$ cat src/rtl/led_status_pkg.sv
// Shared encodings for the board LED output stage.
package led_status_pkg;

  typedef enum logic [1:0] {
    MODE_HEARTBEAT = 2'd0,
    MODE_STATUS    = 2'd1,
    MODE_BLANK     = 2'd2,
    MODE_LAMP      = 2'd3
  } mode_e;

  typedef enum logic {
    ST_LAMP_TEST = 1'b0,
    ST_RUN       = 1'b1
  } state_e;

  localparam logic [7:0] LED_ALL_OFF = 8'hFF;
  localparam logic [7:0] LED_ALL_ON  = 8'h00;

endpackage

$ cat src/rtl/led_status_driver_stretcher.sv
// Holds 'active' high for STRETCH_CYCLES cycles after the last trig pulse.
// A trig while already active reloads the full count.
module pulse_stretcher #(
  parameter int STRETCH_CYCLES = 1048576
) (
  input  logic clk,
  input  logic rst,
  input  logic trig,
  output logic active
);

  localparam int CW = $clog2(STRETCH_CYCLES + 1);

  logic [CW-1:0] cnt;

  always_ff @(posedge clk or posedge rst) begin
    if (rst) begin
      cnt <= '0;
    end else if (trig) begin
      cnt <= CW'(STRETCH_CYCLES);
    end else if (cnt != '0) begin
      cnt <= cnt - CW'(1);
    end
  end

  assign active = (cnt != '0);

endmodule

$ cat src/rtl/led_status_driver.sv
// Active-low LED bank driver: post-reset lamp test, then heartbeat/status/blank
// selected by mode_sel. Output is registered so the pins never glitch.
module led_status_driver
  import led_status_pkg::*;
#(
  parameter int STRETCH_CYCLES = 1048576,
  parameter int BLINK_W        = 24,
  parameter int LAMP_CYCLES    = 16777216
) (
  input  logic       clk,
  input  logic       rst,
  input  logic [7:0] hb_led,
  input  logic [3:0] evt,
  input  logic [3:0] err,
  input  logic       err_clr,
  input  logic [1:0] mode_sel,
  output logic [7:0] led
);

  localparam int LAMP_W = $clog2(LAMP_CYCLES + 1);

  state_e             state, state_nxt;
  logic [LAMP_W-1:0]  lamp_cnt;
  logic [BLINK_W-1:0] blink_cnt;
  logic [3:0]         err_latch;
  logic [3:0]         stretched;
  logic [7:0]         led_nxt;
  logic               blink;
  logic               lamp_done;

  assign blink     = blink_cnt[BLINK_W-1];
  assign lamp_done = (lamp_cnt == LAMP_W'(LAMP_CYCLES - 1));

  for (genvar i = 0; i < 4; i++) begin : g_stretch
    pulse_stretcher #(
      .STRETCH_CYCLES(STRETCH_CYCLES)
    ) u_stretch (
      .clk   (clk),
      .rst   (rst),
      .trig  (evt[i]),
      .active(stretched[i])
    );
  end

  always_ff @(posedge clk or posedge rst) begin
    if (rst) begin
      state     <= ST_LAMP_TEST;
      lamp_cnt  <= '0;
      blink_cnt <= '0;
      err_latch <= '0;
      led       <= LED_ALL_OFF;
    end else begin
      state     <= state_nxt;
      blink_cnt <= blink_cnt + BLINK_W'(1);
      // A new error on the clearing edge survives the clear.
      err_latch <= (err_clr ? 4'h0 : err_latch) | err;
      led       <= led_nxt;
      if (state == ST_LAMP_TEST) begin
        lamp_cnt <= lamp_cnt + LAMP_W'(1);
      end
    end
  end

  always_comb begin
    state_nxt = state;
    led_nxt   = LED_ALL_OFF;
    case (state)
      ST_LAMP_TEST: begin
        led_nxt = LED_ALL_ON;
        if (lamp_done) begin
          state_nxt = ST_RUN;
        end
      end
      ST_RUN: begin
        case (mode_sel)
          MODE_HEARTBEAT: led_nxt = hb_led;
          MODE_STATUS:    led_nxt = {~(err_latch & {4{blink}}), ~stretched};
          MODE_BLANK:     led_nxt = LED_ALL_OFF;
          MODE_LAMP:      led_nxt = LED_ALL_ON;
          default:        led_nxt = LED_ALL_OFF;
        endcase
      end
      default: state_nxt = ST_LAMP_TEST;
    endcase
  end

endmodule

$ cat config.mk
export PLATFORM = sky130hd
export DESIGN_NAME = led_status_driver
export DESIGN_NICKNAME = d
export VERILOG_FILES = /design/src/rtl/led_status_pkg.sv /design/src/rtl/led_status_driver_stretcher.sv /design/src/rtl/led_status_driver.sv
export SDC_FILE = /design/constraint.sdc
export NUM_CORES = 1
export LEC_CHECK = 0
export CAP_MARGIN = 0
export CORE_UTILIZATION = 42
export CTS_CLUSTER_DIAMETER = 30
export CTS_CLUSTER_SIZE = 28
export DETAILED_ROUTE_END_ITERATION = 7
export SLEW_MARGIN = 20
export SYNTH_ARGS = -nofsm -noshare
export SYNTH_HDL_FRONTEND = slang
export SYNTH_HIERARCHICAL = 1
export SYNTH_SLANG_ARGS = --single-unit
$ cat constraint.sdc
create_clock -name clk -period 3.3 [get_ports clk]
set_input_delay 0.33 -clock clk [delete_from_list [all_inputs] [get_ports clk]]
set_output_delay 0.33 -clock clk [all_outputs]
set_load 0.01 [all_outputs]
==> Yosys cells after proc, flatten, opt, wreduce, memory -nomap -nowiden <==
Cells that the tools add are included.
{ "totals": {"out_inout_bits": 8, "reg_bits": 146} }
{ "op_classes": {"mux": 13, "addsub": 6, "eq_ne": 4, "n_reduce_logical": 9, "bitwise_logic": 5} }
{ "ops": {"columns": ["operator", "n"], "rows": [
  ["$mux 21", 8],
  ["$reduce_bool 21->1", 4],
  ["$sub 21x1->21 const B", 4],
  ["$pmux 8 s4", 1],
  ["$add 25x1->25 const B", 1],
  ["$eq 25x24->1 const B", 1],
  ["$add 24x1->24 const B", 1],
  ["$pmux 8 s2", 1],
  ["$not 4->4", 2],
  ["$reduce_bool 2->1", 4],
  ["$and 4x4->4", 1],
  ["$eq 2x2->1 const B", 2],
  ["$mux 4", 1],
  ["$or 4x4->4", 1],
  ["$eq 2x1->1 const B", 1],
  ["$logic_not 2->1", 1],
  ["$mux 1", 2],
  ["$not 1->1", 1]
]} }

==> Longest topological paths before layout <==
{ "logic_depth": {"word_depth": 4, "mapped_depth": 9, "mapped_depth_nobuf": 7} }

==> By module <==
The synthesis kept the hierarchy.
{ "by_module_without_submodules": {"columns": ["mod", "seq_area_each_um2", "area_per_inst_um2", "n_inst", "cells_per_inst"], "rows": [
  ["pulse_stretcher", 525.5, 1306.3, 4, 132],
  ["led_status_driver", 1561.5, 2728.9, 1, 231]
]} }

==> Worst setup path after synthesis <==
Ideal clock, no wire load.
{ "synth_path": {"path_kind": "reg-to-reg", "startpoint": "register g_stretch[0].u_stretch.cnt[0]", "endpoint": "register g_stretch[0].u_stretch.cnt[18]", "setup_time_ns": 0.125, "arrival_time_ns": 2.066, "path_slack_ns": 1.109, "path_buffers": 0, "period_less_slack_ns": 2.191, "path_stages_with_launch": 7, "cell_sequence": "dfrtp_1 inv_1 ha_1 or3b_2 or4_1 nor4_1 mux2_2"} }
{ "synth_via": {"elab_chain_len": 3} }
{ "synth_rtl": {"columns": ["item", "line_no", "rtl"], "rows": [
  ["start, declared", "led_status_driver_stretcher.sv:14", "logic [CW-1:0] cnt;"],
  ["start signal, assigned", "led_status_driver_stretcher.sv:20", "cnt <= CW'(STRETCH_CYCLES);"],
  ["start signal, assigned", "led_status_driver_stretcher.sv:22", "cnt <= cnt - CW'(1);"],
  ["$sub 21x1->21", "led_status_driver_stretcher.sv:22", null],
  ["$mux 21", "led_status_driver_stretcher.sv:21", "end else if (cnt != '0) begin"],
  ["$mux 21", "led_status_driver_stretcher.sv:19", "end else if (trig) begin"]
]} }
Several ways; a longest one is shown, not always the timed one. The select of a mux whose other input is x is not followed.
A chain may end at the register's enable or synchronous reset.

==> Worst setup path after layout <==
{ "layout_path": {"startpoint": "register g_stretch[1].u_stretch.cnt[0]", "endpoint": "register g_stretch[1].u_stretch.cnt[18]"} }
{ "layout_via": {"elab_chain_len": 3} }
{ "layout_rtl": {"columns": ["item", "line_no"], "rows": [
  ["start, declared", "led_status_driver_stretcher.sv:14"],
  ["start signal, assigned", "led_status_driver_stretcher.sv:20"],
  ["start signal, assigned", "led_status_driver_stretcher.sv:22"],
  ["$sub 21x1->21", "led_status_driver_stretcher.sv:22"],
  ["$mux 21", "led_status_driver_stretcher.sv:21"],
  ["$mux 21", "led_status_driver_stretcher.sv:19"]
]} }
Several ways; a longest one is shown, not always the timed one. The select of a mux whose other input is x is not followed.

==> results_dict.tcl <==
set metrics [dict create \
    netlist_area_um2 7954 \
    synth.most_common_cell "dfrtp_1" \
    gp_congestion 0.7714 \
    synthArstFlopShare 1.000 \
    drive_above_1_share 0.1823 \
    netlist_top_cells_count "dfrtp_1 (138), nor2_1 (61), a21oi_1 (52)" \
    grt_max_degree 36 \
    first_pass_iters 4 \
    status "finished, final reports clean" \
    die_x_um 139.6 \
    grt_overflow 0 \
    fp-row-count 49 \
    antenna_left 0 \
    hold_class "reg2reg" \
    post-route-drc-count 0 \
    drt_wl_total_mm 16.25 \
    cts_setup_buffers 0 \
    syn_inst 759 \
    rsz0062_at_grt "false" \
    antenna_found_initial 1 \
    syn_nets 790 \
    grt_pass1_vias 5617 \
    postCtsResizedCells 0 \
    start_util 0.4354 \
    htreeDepth 4 \
    power.leakage_nw 3.879 \
    power.density_nw_per_um2 783.5 \
    clk_latency_ps 430 \
    peakVddDrop_mv 0.4452 \
    worst_slew_pin_slew_ps 1063 \
    worstPathArrival_ps 2800 \
    worst_path_largest_cell_delay_ps 460 \
    cp_cell_sequence "inv_1 > ha_1 > or3b_2 > or4_1 > nor4_1 > mux2_2" \
    diodes 0 \
    place_area_um2 8377 \
    synthTopCellsByArea "dfrtp_1 (43%), xnor2_1 (4.1%), mux2_1 (3.4%)" \
    power.internal_w 0.004725 \
    synth_cell_types 55 \
    finalSetupViolations 0 \
    cp-end-kind "flop" \
    p_seq_frac 0.355 \
    cp_max_fo 5 \
    numCtsBuffers 17 \
    fin_nets 819 \
    dp_hpwl_mm 11.35 \
    switching_share 0.3346 \
    start_kind "flop" \
    vias 5841 \
    io_pins 29 \
    fin_crit_sh 0.7566 \
    hold_viol 0 \
    power_frac_clock 0.315 \
    viasPerCell 5.671 \
    clk_pin_slew_ps 60 \
    wl_per_cell_um 15.78 \
    synth_top_family_by_area "simple AND/OR/NAND/NOR gates" \
    maxCapViolCount 0 \
    synth-compound-area-share 0.1103 \
    power_frac_comb 0.330 \
    ys.flop_type "dfrtp_1" \
    clockBufferDepth 2 \
    slew_violations 0 \
    synth-simple-area-share 0.2833 \
    synth_edf_count 0 \
    period_minus_slack_ps 2497 \
    track_usage 0.1811 \
    core_area_um2 18270 \
    synth_fa_ha_area_frac 0.01573 \
    p_switching_w 0.002376 \
    slew_headroom 0.2891 \
    grt_first_pass_wirelength_mm 28.32 \
    io_buffers 28 \
    multi_input_comb_area_um2 4030 \
    dieHeight_um 139.6 \
    finalClockSkew_ps 13.52 \
    synth_mux_area_frac 0.04672 \
    clock-root-buffer "clkbuf_16" \
    synth_top_area_share 0.4342 \
    fmax_mhz 400.5 \
    synth_seq_cells 146 \
    nFillCells 1639 \
    drtIter0Drc 360 \
    critPathKind "reg2reg" \
    postCtsHoldBufs 0 \
    synth_xor_area_frac 0.05065 \
    synth_seq_area_share 0.4606 \
    cts_tree "built" \
    critPathSlowestCell "or3b_2" \
    avgSynthCellArea_um2 10.48 \
    syn_to_final_growth_pct 13.95 \
    setup_tns_ps 0 \
    yosys_warnings 6 \
    cp.required_ps 3600 \
    final_cell_area_um2 9064 \
    yosysTopAreaCell "dfrtp_1" \
    dieArea_um2 19490 \
    clkSinkCount 146 \
    seq_area_um2 3664 \
]
-- cells in the final DEF, fill, tap and decap left out, types with 5 or more instances in the layout --
cell and n:
nor2_1 61, dfstp_2 8, nor2b_1 32, or4_1 16, or3_2 16, o21ai_0 20, xnor2_1 37, or2_2 8
nand2b_1 7, nand4_1 12, xor2_1 9, buf_4 5, nor3_1 13, inv_1 20, mux2_2 9, a211oi_1 8
ha_1 10, nor4_1 24, or4_4 12, bufinv_16 6, nor4_4 7, nand3_1 23, clkdlybuf4s50_1 28, mux2_1 24
o31ai_1 20, a21oi_1 52, or4_2 20, clkbuf_16 17, dfrtp_1 138, nand2_1 42, nor3_4 5, or3_1 21
-- worst paths after layout --
path                       depth (start not counted)  slack, ps                          start                             end
setup / recovery                                   6        800  g_stretch[1].u_stretch/cnt[0]  g_stretch[1].u_stretch/cnt[18]
hold / removal                                     1        460                   lamp_cnt[22]                    lamp_cnt[22]
setup reg to reg                                   6        800  g_stretch[1].u_stretch/cnt[0]  g_stretch[1].u_stretch/cnt[18]
hold reg to reg                                    1        460                   lamp_cnt[22]                    lamp_cnt[22]
max in group asynchronous                          3       1970                            rst                    blink_cnt[0]
min in group asynchronous                          2        500                            rst                    lamp_cnt[19]
-- final cells by class --
cell class / instances / area share
clock buffers: 23 / 0.05384
clock inverters: 9 / 0.02195
inverters: 21 / 0.008697
multi-input cells: 569 / 0.4446
flip-flops and latches: 146 / 0.4042
well taps: 229 / 0.03161
repair buffers: 33 / 0.03506
-- per-stage QoR --
step	total power (W)	std cells	utilization	hold slack (ps)	setup slack [ps]
2_1_floorplan	0.004387	759	-	306.5	1109
3_3_place_gp	0.004771	998	0.4585	453.4	852.0
3_5_place_dp	0.004863	998	0.4585	454.7	808.5
4_1_cts	0.007145	1030	0.4961	466.5	799.3
5_1_grt	0.007551	1030	0.4961	477.3	642.4
6_report	0.007102	1030	0.4961	463.6	803.4
-- worst max-delay path, delay by kind of cell, from the launching register on --
kind                     cells  cell delay [ps]
AND/OR/NAND/NOR              3             1210
buffers and inverters        1              120
multiplexers                 1              390
adder cells (fa/ha/maj)      1              230
flip-flops                   1              420
-- flip-flops by register name (all words and copies together) (netlist names) --
| signal | count |
|---|---|
| g_stretch.u_stretch/cnt | 84 |
| lamp_cnt | 25 |
| blink_cnt | 24 |
| led | 8 |
| err_latch | 4 |
| state | 1 |
-- routing by layer --
metal	share of wire	up-vias	track usage
met2	0.47	77	0.2827
met5	0.00068	-	0
met3	0.032	20	0.03957
met4	0.014	2	0.06246
met1	0.48	2859	0.2491
li1	-	2883	-
-- logic make-up after synthesis --
family / after synthesis
AND/OR/NAND/NOR: 347
flip-flops: 146
AO/OA/AOI/OAI: 133
XOR/XNOR: 46
buffers and inverters: 44
multiplexers: 33
adder cells (fa/ha/maj): 10
-- power by group through the flow --
stage               Clock, W  Sequential (W)  Combinational [W]
floorplan                  0         0.00242            0.00196
global placement           0         0.00251            0.00226
detailed placement         0         0.00254            0.00233
CTS                  0.00229         0.00251            0.00234
global route         0.00237         0.00259            0.00259
finish               0.00224         0.00252            0.00234
Note: power is estimated with default switching activity, not from simulation.
